File: config.mk
export PLATFORM = sky130hd
export DESIGN_NAME = pipe_ctrl
export DESIGN_NICKNAME = d
export VERILOG_FILES = /design/src/rtl/pipe_ctrl.sv
export SDC_FILE = /design/constraint.sdc
export NUM_CORES = 1
export LEC_CHECK = 0
export ABC_AREA = 1
export BUFFER_PORTS_ARGS = -buffer_cell sky130_fd_sc_hd__buf_2
export CAP_MARGIN = 25
export CORE_ASPECT_RATIO = 1.5
export CORE_MARGIN = 3
export CORE_UTILIZATION = 40
export DETAILED_ROUTE_END_ITERATION = 8
export PLACE_DENSITY = 0.7
export RECOVER_POWER = 25
export SLEW_MARGIN = 25
export SYNTH_ARGS = -nofsm -noshare
export SYNTH_HDL_FRONTEND = slang
export SYNTH_SLANG_ARGS = --single-unit
File: constraint.sdc
create_clock -name clk -period 2.8 [get_ports clk]
set_clock_uncertainty 0.1 [all_clocks]
set_input_delay 0.7 -clock clk [delete_from_list [all_inputs] [get_ports clk]]
set_output_delay 0.7 -clock clk [all_outputs]
set_load 0.1 [all_outputs]
File: src/rtl/pipe_ctrl.sv
// pipe_ctrl: pipeline sequencing controller for the five-stage core.
//
// Merges the per-stage stall requests into one hold vector. Accepts MEM-stage
// exceptions and turns each into a one-cycle flush with a redirect PC. Runs a
// watchdog that sets a sticky flag when the pipeline stays stalled too long.
//
// Ports:
//   clk                rising-edge clock
//   rst                synchronous active-high reset
//   stallreq_from_if   fetch memory not ready
//   stallreq_from_id   ID stage stall (load-use)
//   stallreq_from_ex   EX stage stall (multi-cycle mul/div)
//   stallreq_from_mem  MEM stage stall (data bus wait)
//   excepttype_i       exception code from MEM, 0 = none, held until flushed
//   cp0_epc_i          EPC from CP0, used as the eret target
//   stall              hold vector: bit0 PC, bit1 IF, bit2 ID, bit3 EX, bit4 MEM, bit5 WB
//   flush              registered: clear pipeline registers, load new_pc into PC
//   new_pc             registered redirect target, meaningful only while flush=1
//   stall_timeout      registered sticky watchdog flag, cleared only by rst
module pipe_ctrl #(
    parameter logic [31:0] EBASE         = 32'h00000000,
    parameter int unsigned STALL_TIMEOUT = 1024,
    parameter int unsigned CNT_W         = 16
) (
    input  logic        clk,
    input  logic        rst,
    input  logic        stallreq_from_if,
    input  logic        stallreq_from_id,
    input  logic        stallreq_from_ex,
    input  logic        stallreq_from_mem,
    input  logic [31:0] excepttype_i,
    input  logic [31:0] cp0_epc_i,
    output logic [5:0]  stall,
    output logic        flush,
    output logic [31:0] new_pc,
    output logic        stall_timeout
);

    typedef enum logic [0:0] {
        StRun,
        StFlush
    } state_e;

    localparam logic [31:0] ExcInt  = 32'h00000001;
    localparam logic [31:0] ExcEret = 32'h0000000e;

    // 32-bit additions, wrap on overflow.
    localparam logic [31:0] IntVector = EBASE + 32'h00000020;
    localparam logic [31:0] ExcVector = EBASE + 32'h00000040;

    localparam logic [CNT_W-1:0] CntLast = CNT_W'(STALL_TIMEOUT - 1);

    state_e            state_q, state_d;
    logic              flush_q, flush_d;
    logic [31:0]       new_pc_q, new_pc_d;
    logic [CNT_W-1:0]  cnt_q, cnt_d;
    logic              tmo_q, tmo_d;

    logic              except_accept;
    logic [31:0]       vector;

    // An exception waits while MEM is stalled: the faulting access has not
    // completed, so the pipeline cannot be redirected yet.
    assign except_accept = (state_q == StRun) && (excepttype_i != 32'h0)
                           && !stallreq_from_mem;

    always_comb begin
        vector = ExcVector;
        case (excepttype_i)
            ExcInt:  vector = IntVector;
            ExcEret: vector = cp0_epc_i;
            default: vector = ExcVector;
        endcase
    end

    // FSM: state register
    always_ff @(posedge clk) begin
        if (rst) begin
            state_q <= StRun;
        end else begin
            state_q <= state_d;
        end
    end

    // FSM: next state
    always_comb begin
        state_d = state_q;
        case (state_q)
            StRun: begin
                if (except_accept) begin
                    state_d = StFlush;
                end
            end
            StFlush: state_d = StRun;
            default: state_d = StRun;
        endcase
    end

    // FSM: stall output. FLUSH and reset hold nothing.
    always_comb begin
        stall = 6'b000000;
        if (!rst && (state_q == StRun)) begin
            if (except_accept) begin
                stall = 6'b111111;
            end else if (stallreq_from_mem) begin
                stall = 6'b011111;
            end else if (stallreq_from_ex) begin
                stall = 6'b001111;
            end else if (stallreq_from_id || stallreq_from_if) begin
                stall = 6'b000111;
            end
        end
    end

    // Flush / redirect and watchdog next state
    always_comb begin
        flush_d  = except_accept;
        new_pc_d = except_accept ? vector : new_pc_q;

        cnt_d = '0;
        tmo_d = tmo_q;
        if ((state_q == StRun) && !except_accept && (stall != 6'b000000)) begin
            // Count parks at CntLast once reached, so it never wraps back.
            if (cnt_q == CntLast) begin
                tmo_d = 1'b1;
                cnt_d = cnt_q;
            end else begin
                cnt_d = cnt_q + 1'b1;
            end
        end
    end

    always_ff @(posedge clk) begin
        if (rst) begin
            flush_q  <= 1'b0;
            new_pc_q <= 32'h00000000;
            cnt_q    <= '0;
            tmo_q    <= 1'b0;
        end else begin
            flush_q  <= flush_d;
            new_pc_q <= new_pc_d;
            cnt_q    <= cnt_d;
            tmo_q    <= tmo_d;
        end
    end

    assign flush         = flush_q;
    assign new_pc        = new_pc_q;
    assign stall_timeout = tmo_q;

endmodule

---- Word level (Yosys, flattened, before mapping) ----
Cells that the tools add are included.
W data, S select, Z words.
cells by class
  multiplexer cells ....................... 8
  div/mod/pow operators ................... 0
  $mul .................................... 0
  reductions and logical operators ........ 13
  $add $sub $neg .......................... 1
  shift-type cells ........................ 0
  equality and inequality tests ........... 3
  bitwise operators ....................... 2
  order comparisons ....................... 0
operators by type and width
  operator                 number
  $pmux W32 S2             1
  $eq A32 B1 Y1 const B    1
  $eq A32 B4 Y1 const B    1
  $reduce_bool A32 Y1      1
  $add A16 B1 Y16 const B  1
  $eq A16 B10 Y1 const B   1
  $mux W6                  2
  $reduce_bool A6 Y1       1
  $logic_and A1 B1 Y1      5
  $mux W5                  1
  $mux W4                  1
  $logic_not A1 Y1         3
  $mux W3                  1
  $not A1 Y1               2
  $pmux W1 S2              1
  $reduce_and A2 Y1        1
  $reduce_or A2 Y1         1
  $logic_or A1 B1 Y1       1
  $mux W1                  1
word-level totals
  register bits ........................... 51
  input port bits ......................... 70
  bits in latches ......................... 0
  bits in writable memories ............... 0
  output and inout bits ................... 40
  ROM bits ................................ 0
  memories ................................ 0
  logic and storage cells ................. 32

---- Logic depth before layout (Yosys ltp) ----
  depth in word-level cells ............... 10
  depth in mapped cells ................... 10

---- Least setup slack after synthesis ----
No wires, ideal clock.
  path kind ............................... input-to-output
  start ................................... input excepttype_i[31]
  end ..................................... output stall[1]
  path slack .............................. -1.426 ns
  arrival ................................. 3.426 ns
  cell stages on the path ................. 10
  cell sequence ........................... nor2_1 nand2_1 nor2_1 nand2_1 inv_1 nand2_2 nand2_4 buf_2 a31oi_1 buf_4
on the way
  cells in the longest elaborated chain, start to end .. 5
ends and longest elaborated chain
  element              RTL line  source
  start: declaration   31        input logic [31:0] excepttype_i,
  $reduce_bool A32 Y1  64        assign except_accept = (state_q == StRun) && (excepttype_i != 32'h0)
  $logic_and A1 B1 Y1  64
  $logic_and A1 B1 Y1  65        && !stallreq_from_mem;
  $mux W6              103       if (except_accept) begin
  $mux W6              102       if (!rst && (state_q == StRun)) begin
  end: declaration     33        output logic [5:0] stall,
Every way passes these cells.

---- Worst setup path in the final report ----
  start ................................... input excepttype_i[4]
  end ..................................... output stall[2]
Same word-level chain as after synthesis.

==> results <==
- The run finished with clean final reports.
- Counting both buffers and inverters, the worst setup path holds a total of 3.
- For the worst setup path, the data required time is approximately 2.0 ns.
- The H-tree depth is 2.
- Buffers inserted during clock tree synthesis total 5.
- The worst pin sits at a relative slew slack of about a fifth.
- The mean instance size in the synthesized netlist is slightly above 7 um2.
- The wire length of the first global-routing pass is approximately 11 mm.
- The number of post-CTS setup repair buffers is 0.
- The violation count after the first detailed-routing iteration is 103.
- In this run the critical register-to-register path is launched from cnt_q[0].
- The class of the most critical hold timing path is reg -> reg.
- The die width is 69.2 um.
- Per report_power, the clock group accounts for 33.7% of the total.
- The cell family contributing the most delay on the critical path is simple AND/OR/NAND/NOR gates.
- The root buffer cell is sky130_fd_sc_hd__clkbuf_8.
- The worst path in the final design needs a cycle of 2.62 ns, including I/O delays and setup.
- The number of different library cells in the post-synthesis netlist is 27.
- After clock tree synthesis, the clock-pin slew on the worst setup and hold paths is around 0.08 ns.
- The cell count after synthesis came out at about 340.
- The number of violations of the max-capacitance limit is 0.
- Prior to clock tree synthesis, the placed netlist has a worst setup slack of approximately 0.21 ns.
- The number of instances on the worst hold path is 2.
- Leaving out fill and tap cells, the most frequent cells in the layout are 83 x sky130_fd_sc_hd__buf_2, 72 x sky130_fd_sc_hd__nand3_1, 51 x sky130_fd_sc_hd__dfxtp_1, 43 x sky130_fd_sc_hd__nor2_1, 42 x sky130_fd_sc_hd__nand2_1.
- The arrival time at the worst endpoint is approximately 1.8 ns.
- The number of placement rows is 33.
- The launch point of the worst hold path is stall_timeout.
- The congestion estimate from routability-driven global placement came to roughly 0.81.
- The combinational share of power is approximately 15%.
- The top cell type's share of synthesized area is between 40% and 50%.
- Summed over all layers, the routed wires come to around 6.4 mm.
- The register bit count reported by yosys is 51.
- The net count after synthesis is approximately 400.
- The total area inside the core boundary comes to around 5600 um2.
- The biggest cell delay along the critical path is 0.21 ns.
- After filler insertion, the fill cell instance count of the layout stands at roughly 580.
- The clock tree from TritonCTS is done.
- The number of hold buffers added after CTS is 0.
- The internal power of the cells is approximately 1.1 mW.
- Gates resized during post-CTS repair numbered 0.
- The path with the worst hold slack has its endpoint at stall_timeout.
- The length of the first detailed-routing pass in iterations is 4.
- The final cell utilization of the core is between 50% and 60%.
- The cell with the largest stage delay on the worst path is sky130_fd_sc_hd__buf_12.
- The number of antenna violations at the first check in global routing was 0.
- The critical path startpoint category is an input port.
- The total inserted antenna cells is 0.
- The fmax is approximately 0.38 GHz.
- The net count of the finished layout is 512.
- Measured in cells, the most critical reg-to-reg path has a length of 7.
- The number of max-slew violations in the final report came to 0.
- The proportion of layout cells with a drive suffix above 1 is 27.2%.
- The count of buffers from port buffering is between 100 and 150.
- The total net switching power is between 300 and 400 uW.
- The latest clock arrival within the worst-skew pair is between 0.2 and 0.3 ns.
- The residual overflow from global routing is 0.
- Entering global routing, the biggest net connects 36 pins.
- The power per cell area is 452 nW/um2.
- Setup repair after global routing left no endpoint under its margin.
- The setup-violating endpoint count in the final report is 0.
- Across all register-to-register paths, the minimum setup slack is slightly above 0.9 ns.
- Sequential elements use between 40 and 50% of the synthesized area.
- The share of the clock period used by the worst path is approximately 94%.
- The leakage dissipation is 1.30 nW.
- The longest clock path from root to sink contains 2 buffers.
- The worst path meets setup with about 0.18 ns of slack.
- The final instance count without filler cells is 511.
- The worst register-to-register path ends at cnt_q[0].
- The area of the die is 6970 um2.
- The kind of end point of the critical path is an output pin.
- Sorting the synthesized cells by area gives the leading types as sky130_fd_sc_hd__dfxtp_1 43%, sky130_fd_sc_hd__nand3_1 15%, sky130_fd_sc_hd__nor2_1 7.4%.
- During synthesis, Yosys emitted a total of 0 warnings.
- Summing every instance area after synthesis gives 2400 um2.
- The critical path class is in -> out.
- Detailed routing inserted a total of approximately 2500 vias.
- The critical path goes through buf_2 -> inv_1 -> nand2_1 -> nor2_1 -> nand2_1 -> nor2_1 -> nand2_2 -> nand2_4 -> a31oi_4 -> buf_12.
- The half-perimeter wire length of the detailed placement result is approximately 4.8 mm.
- The number of global-route vias before repair is roughly 2400.
- The overall track demand over capacity in global routing is a little under a fifth.
- The hold violation total from the final report was 0.
- After detailed placement, the design holds a cell count of slightly above 500.
- The count of nets left with antenna violations after detail routing is 0.
- The clock net sink count is just over 50.
- The starting density of the core is 42.7%.
- The area growth from synthesis to layout is 33.1%.
- The final sum of negative setup slack is 0 ns.
- The largest voltage drop on the vdd net is between 0.3 and 0.4 mV.
- The number of DRC violations after detailed routing is 0.
- The cell type with the highest aggregate area in the netlist is sky130_fd_sc_hd__dfxtp_1.
- Dividing the detail-routed via count by the number of cells gives 4.95.
- The most common library cell in the layout ignoring fill and taps is sky130_fd_sc_hd__buf_2.
- The relative contribution of sequential cells to total power is about half.
- In this run the worst path has a maximum fanout of 3.
- For the pin with the worst max-slew slack, the measured transition is about 1.2 ns.
- The height of the die is between 100 and 150 um.
- The I/O pin count is 110.
- The switching power as a share of total power is 25.7%.
- The routed length per instance is ~12 um.
-- tightest hold or removal path: cells and delay by family, from the launching register on --
family	cells	cell delay (ns)
flops	1	0.33
simple gates	2	0.10
-- worst max-delay path by stage --
| stage | start | endpoint | slack, ns | cells past startpoint |
|---|---|---|---|---|
| floorplan | excepttype_i[17] | stall[1] | -0.23 | 10 |
| global placement | excepttype_i[11] | stall[2] | 0.23 | 8 |
| detailed placement | excepttype_i[17] | stall[2] | 0.21 | 10 |
| CTS | excepttype_i[17] | stall[2] | 0.21 | 10 |
| global route | excepttype_i[0] | stall[2] | 0.07 | 10 |
| finish | excepttype_i[4] | stall[2] | 0.18 | 10 |
-- power groups by stage --
| stage | clock [mW] | sequential [mW] | combinational (mW) |
|---|---|---|---|
| 3_3_place_gp | 0 | 0.751 | 0.221 |
| 4_1_cts | 0.503 | 0.734 | 0.223 |
| 3_5_place_dp | 0 | 0.751 | 0.223 |
| 6_report | 0.486 | 0.734 | 0.220 |
| 2_1_floorplan | 0 | 0.771 | 0.119 |
| 5_1_grt | 0.530 | 0.735 | 0.237 |
-- cell type report --
class | instances | area (um2) | share of cell area (%)
clock buffer | 6 | 72.6 | 2.28
sequential | 51 | 1020 | 32.0
timing repair buffer | 116 | 661 | 20.7
multi-input combinational | 236 | 1200 | 37.7
inverter | 31 | 116 | 3.65
clock inverter | 1 | 30.0 | 0.942
tap | 70 | 87.6 | 2.75
-- metrics by stage --
| stage | power, mW | instance area (um2) | hold WS (ns) |
|---|---|---|---|
| global placement | 0.972 | 3120 | 0.358 |
| detailed placement | 0.974 | 3120 | 0.362 |
| finish | 1.44 | 3190 | 0.374 |
| CTS | 1.46 | 3220 | 0.375 |
| floorplan | 0.890 | 2470 | 0.351 |
| global route | 1.50 | 3190 | 0.406 |
-- synth_stat cells --
| cell | n |
|---|---|
| sky130_fd_sc_hd__a21oi_1 | 8 |
| sky130_fd_sc_hd__a21oi_2 | 1 |
| sky130_fd_sc_hd__a31oi_1 | 2 |
| sky130_fd_sc_hd__buf_2 | 12 |
| sky130_fd_sc_hd__buf_4 | 2 |
| sky130_fd_sc_hd__buf_6 | 1 |
| sky130_fd_sc_hd__clkbuf_1 | 3 |
| sky130_fd_sc_hd__clkinv_1 | 1 |
| sky130_fd_sc_hd__dfxtp_1 | 51 |
| sky130_fd_sc_hd__ha_1 | 1 |
| sky130_fd_sc_hd__inv_1 | 28 |
| sky130_fd_sc_hd__inv_2 | 2 |
| sky130_fd_sc_hd__nand2_1 | 42 |
| sky130_fd_sc_hd__nand2_2 | 1 |
| sky130_fd_sc_hd__nand2_4 | 1 |
| sky130_fd_sc_hd__nand3_1 | 72 |
| sky130_fd_sc_hd__nand3_4 | 1 |
| sky130_fd_sc_hd__nand4_1 | 9 |
| sky130_fd_sc_hd__nor2_1 | 47 |
| sky130_fd_sc_hd__nor2_2 | 2 |
| sky130_fd_sc_hd__nor3_1 | 6 |
| sky130_fd_sc_hd__nor3_2 | 1 |
| sky130_fd_sc_hd__o21ai_0 | 21 |
| sky130_fd_sc_hd__o21ai_1 | 10 |
| sky130_fd_sc_hd__or2_2 | 1 |
| sky130_fd_sc_hd__xnor2_1 | 3 |
| sky130_fd_sc_hd__xor2_1 | 7 |
-- cells by family (layout without fill, tap and decap cells) --
logic type	count (synthesis)	in the layout	share of synthesized area (%)
xor+xnor	10	10	3.66
flops	51	51	42.6
compound gates	42	42	9.03
fa+ha+maj	1	1	0.522
simple gates	183	183	35.2
buf+inv	49	154	8.93
-- registers in the layout (all words and copies together), names as in the netlist --
signal and flops:
flush 1, state_q 1, stall_timeout 1, cnt_q 16
new_pc 32
-- layer usage --
layer	GRT usage (%)	vias up	share of wire, %
met4	4.06	0	1.6
li1	-	1317	-
met5	0	-	0
met1	20.4	1137	39
met3	5.79	10	6.6
met2	33.8	65	53
Power figures use the tool's default switching activity.
